==> src/rtl/multicycle_ctrl.sv <==
// ============================================================================
// multicycle_ctrl : Moore-style control FSM for a multicycle MIPS-subset core
// Revision 1.0
// ============================================================================
`default_nettype none

module multicycle_ctrl (
    input  logic        clk,
    input  logic        rst_n,
    input  logic [5:0]  instrn_opcode,
    input  logic        zero_out,
    input  logic        mem_ready,
    output logic        mem_rd_req,
    output logic        ctrl_datamem_write_en,
    output logic        ir_write_en,
    output logic        pc_write_en,
    output logic        ctrl_pc_src,
    output logic        ctrl_write_en,
    output logic        ctrl_regdst,
    output logic        ctrl_memtoreg,
    output logic        ctrl_alusrc,
    output logic        illegal_op,
    output logic [2:0]  state,
    output logic [15:0] retired_count
);

    localparam logic [5:0] OP_RTYPE = 6'h00;
    localparam logic [5:0] OP_LW    = 6'h23;
    localparam logic [5:0] OP_SW    = 6'h2B;
    localparam logic [5:0] OP_BEQ   = 6'h04;

    typedef enum logic [2:0] {
        FETCH  = 3'd0,
        DECODE = 3'd1,
        EXEC   = 3'd2,
        MEM    = 3'd3,
        WB     = 3'd4
    } state_t;

    state_t      state_q;
    logic [15:0] count_q;

    always_ff @(posedge clk or negedge rst_n) begin
        if (!rst_n) begin
            state_q <= FETCH;
            count_q <= '0;
        end else begin
            case (state_q)
                FETCH:  if (mem_ready) state_q <= DECODE;
                DECODE: state_q <= EXEC;
                EXEC: begin
                    case (instrn_opcode)
                        OP_RTYPE:     state_q <= WB;
                        OP_LW, OP_SW: state_q <= MEM;
                        OP_BEQ: begin
                            state_q <= FETCH;
                            count_q <= count_q + 16'd1;
                        end
                        default:      state_q <= FETCH;
                    endcase
                end
                MEM: begin
                    if (mem_ready) begin
                        if (instrn_opcode == OP_SW) begin
                            state_q <= FETCH;
                            count_q <= count_q + 16'd1;
                        end else begin
                            state_q <= WB;
                        end
                    end
                end
                WB: begin
                    state_q <= FETCH;
                    count_q <= count_q + 16'd1;
                end
                default: state_q <= FETCH;
            endcase
        end
    end

    // Strobes are decoded from the registered state; the handshake strobes
    // must act in the same cycle as mem_ready/zero_out, and rst_n masks them
    // so nothing is requested while reset is held.
    always_comb begin
        mem_rd_req            = 1'b0;
        ctrl_datamem_write_en = 1'b0;
        ir_write_en           = 1'b0;
        pc_write_en           = 1'b0;
        ctrl_pc_src           = 1'b0;
        ctrl_write_en         = 1'b0;
        ctrl_regdst           = 1'b0;
        ctrl_memtoreg         = 1'b0;
        ctrl_alusrc           = 1'b0;
        illegal_op            = 1'b0;
        if (rst_n) begin
            case (state_q)
                FETCH: begin
                    mem_rd_req  = 1'b1;
                    ir_write_en = mem_ready;
                    pc_write_en = mem_ready;
                end
                EXEC: begin
                    ctrl_alusrc = (instrn_opcode == OP_LW) || (instrn_opcode == OP_SW);
                    case (instrn_opcode)
                        OP_RTYPE, OP_LW, OP_SW: ;
                        OP_BEQ: begin
                            pc_write_en = zero_out;
                            ctrl_pc_src = zero_out;
                        end
                        default: illegal_op = 1'b1;
                    endcase
                end
                MEM: begin
                    if (instrn_opcode == OP_SW) ctrl_datamem_write_en = 1'b1;
                    else                        mem_rd_req            = 1'b1;
                end
                WB: begin
                    ctrl_write_en = 1'b1;
                    ctrl_regdst   = (instrn_opcode == OP_RTYPE);
                    ctrl_memtoreg = (instrn_opcode == OP_LW);
                end
                default: ;
            endcase
        end
    end

    assign state         = state_q;
    assign retired_count = count_q;

endmodule

`default_nettype wire

==> config.mk <==
export PLATFORM = sky130hd
export DESIGN_NAME = multicycle_ctrl
export DESIGN_NICKNAME = d
export VERILOG_FILES = /design/src/rtl/multicycle_ctrl.sv
export SDC_FILE = /design/constraint.sdc
export NUM_CORES = 1
export LEC_CHECK = 0
export CORE_MARGIN = 4
export CORE_UTILIZATION = 44
export DETAILED_ROUTE_END_ITERATION = 6
export HOLD_SLACK_MARGIN = 0.1
export PLACE_DENSITY = 0.89
export SYNTH_ARGS = -nofsm -noshare
export SYNTH_HDL_FRONTEND = slang
export SYNTH_SLANG_ARGS = --single-unit
export TNS_END_PERCENT = 20
==> constraint.sdc <==
create_clock -name clk -period 2.8 [get_ports clk]
set_input_delay 0.56 -clock clk [delete_from_list [all_inputs] [get_ports clk]]
set_output_delay 0.56 -clock clk [all_outputs]
set_load 0.005 [all_outputs]
==> key figures <==
Floorplanning
  – Die area: 3443 um^2
  – Die Ht: 58.68 um
  – I/O pin count: 39
  – Die span in x: 58.68 um
  – Core ar.: 2455 um^2
  – Starting density of the core: around 46%
  – # rows: 18

Logic synthesis
  – Post-Syn Instances: 120
  – Syn Area/Cell: around 9.4 um^2
  – Yosys reg bits: 19
  – Synth cell types: 34
  – Post-synth EDFFs: 0
  – Ys Warns: 0
  – Mapped Nets: 131
  – Async S/R FF share, synth: 100.0%
  – Seq/Total Area, Yosys: 42.08%
  – Prevailing post-synth register cell: dfrtp_1
  – Synth Cell Area: 1130 um^2

Drt
  – Total Wirelength: roughly 3000 um
  – Final ANT Viol Nets: 0
  – DRT Pass-1 Iters: 5
  – DRC viols: 0
  – Drt wl/cell: 15.20 um
  – Via count: 1,140
  – Iter 0 DRT Violations: 39
  – Vias per Instance: 5.787

Setup path
  – CP startpoint kind: input port
  – R2R cell count: 5
  – CP Capture Type: output port
  – R2R setup slack: 490 ps
  – R2R Path End: retired_count[14]
  – CP Class: in -> out
  – CP required: between 2000 and 2500 ps
  – CP Max Fanout: 5
  – RR Startpoint: state[0]
  – Worst EP arrival: 2210 ps

STA
  – Worst hold margin: 473.8 ps
  – RSZ-0062 raised after global routing: true
  – Setup TNS: 0 ps
  – Tmin final: 2773 ps
  – Slew margin rel.: 66.97%
  – Max Slew Vio Count: 0
  – Fin crit share: between 90% and 100%
  – Hold Violations, Final: 0
  – Final setup viols: 0
  – Worst Tran Pin Value: 494.2 ps
  – Layout Skew: around 1.8 ps
  – F_max: 0.3606 GHz

Clock network
  – CTS root buf: clkbuf_4
  – Clk_lat worst skew: 290 ps
  – Postcts setup bufs: 0
  – Worst-path clk slew: 110 ps
  – Bufs on Longest Clock Path: 2
  – Total CTS buffers: 3
  – Clock Sinks: 19
  – TritonCTS clock tree: yes
  – H-Tree Level Count: 1

Global route
  – Vias in the first global route: 1,107
  – First-pass GRT wire length: between 4000 and 5000 um
  – Initial antenna violation count: 0
  – Tot GR Track Use: 18.44%
  – Largest net degree at the start of global routing: 20
  – Grt total ovfl: 0

Worst hold path
  – HP Start: retired_count[15]
  – HP Class: reg -> reg
  – Hold Crit Endpoint: retired_count[15]
  – WHS Path Cells: 1

Cells and area
  – Layout filler cell count: 193
  – Final nets: 179
  – Antenna cells: 0
  – Fraction of layout cells with a size suffix above 1: 16.17%
  – Final core occ: 67.79%
  – P&R area growth vs syn: 47.29%

Pwr
  – Power Density: 773.0 nW/um^2
  – Tot Pwr: 1.286 mW
  – Peak VDD IR: 454.7 uV
  – Pleak: ~0.66 nW

Place
  – HPWL Detailed: about 2300 um
  – GP Congestion: 0.7693
  – IO buf count: 38

Status
  – Status: finished, final reports clean

Run
  – MaxCap Viol Count: 0
-- where the power goes --
part	leakage (nW)	switching (mW)	internal, mW
clock network	0.0150	0.0830	0.0554
logic	0.445	0.268	0.365
registers	0.196	0.144	0.371
total	0.655	0.496	0.791
-- synthesized netlist by cell type (all sizes together), types with 2 or more instances --
cell | number | area (um^2)
dfrtp | 19 | 475.5
xor2 | 15 | 131.4
nand2 | 11 | 41.29
nand3 | 11 | 55.05
a31oi | 9 | 56.30
clkbuf | 6 | 22.52
a311oi | 5 | 50.04
and3 | 4 | 25.02
nor2 | 4 | 15.01
nor3 | 4 | 20.02
inv | 3 | 11.26
or3 | 3 | 18.77
or4b | 3 | 30.03
a21oi | 2 | 10.01
and4 | 2 | 17.52
buf | 2 | 16.26
nor2b | 2 | 12.51
o211ai | 2 | 15.01
-- worst max-delay path by stage --
| stage | start | endpoint |
|---|---|---|
| 5_1_grt | instrn_opcode[2] | mem_rd_req |
| 3_3_place_gp | instrn_opcode[1] | pc_write_en |
| 2_1_floorplan | instrn_opcode[0] | retired_count[15] |
| 6_report | instrn_opcode[2] | mem_rd_req |
| 3_5_place_dp | instrn_opcode[1] | pc_write_en |
| 4_1_cts | instrn_opcode[1] | pc_write_en |
-- placed cells by master, fill, tap and decap left out, types with 2 or more instances in the layout --
cell type	instances
a21oi_1	2
inv_1	3
or3_4	2
buf_4	13
nor2_1	4
nand3_1	11
and3_1	4
dlygate4sd2_1	3
clkbuf_4	3
nor3_2	2
a311oi_1	4
and4_1	2
or4b_1	2
xor2_1	15
a31oi_1	9
clkbuf_2	2
nand2_1	11
dfrtp_1	19
o211ai_1	2
clkdlybuf4s50_1	32
-- worst max-delay path, cell delays in order --
cell             delay (ps)
clkdlybuf4s50_1         480
buf_4                   130
nand4bb_1               200
o211ai_1                110
a21boi_1                190
clkdlybuf4s50_1         530
-- stage by stage --
step	worst slack, ps	area [um^2]	instances
2_1_floorplan	540.0	1130	120
6_report	27.03	1664	197
3_5_place_dp	-418.5	1607	193
5_1_grt	-22.29	1664	197
4_1_cts	-50.02	1655	197
3_3_place_gp	-323.1	1607	193
-- timing repair --
action,CTS,global route
gates resized for setup,12,10
endpoints found under the hold margin,0,0
pin swaps,2,3
hold buffers,0,0
setup endpoints to repair,6,6
-- flip-flops by register name (all words and copies together) (netlist names) --
name           flops
retired_count     16
state              3
-- kinds of logic (layout without fill, tap and decap cells) --
kind of cell	after synthesis	after routing	synth area share, %
AOI/OAI and AO/OA	22	22	14.28
buffers and inverters	11	58	4.429
adders and majority gates	1	1	1.107
muxes	1	1	0.9966
xor gates and xnor gates	15	15	11.63
and+or+nand+nor	51	51	25.47
DFF	19	19	42.08
-- metal layers --
metal  up-vias  wire length (um)  GRT usage (%)
li1        534                 -              -
met1       542              1206          22.92
met2        62              1524          32.38
met3         2               260          4.825
met4         0                 3          3.560
met5         -                 0              0
-- cell type report --
| class | instances | area, um^2 | area share [%] |
|---|---|---|---|
| timing repair buffer | 51 | 464.2 | 27.89 |
| clock buffer | 4 | 26.28 | 1.579 |
| sequential | 19 | 475.5 | 28.57 |
| multi-input combinational | 90 | 649.4 | 39.02 |
| inverter | 3 | 11.26 | 0.6767 |
| tap | 30 | 37.54 | 2.256 |
Note: power is estimated with default switching activity, not from simulation.
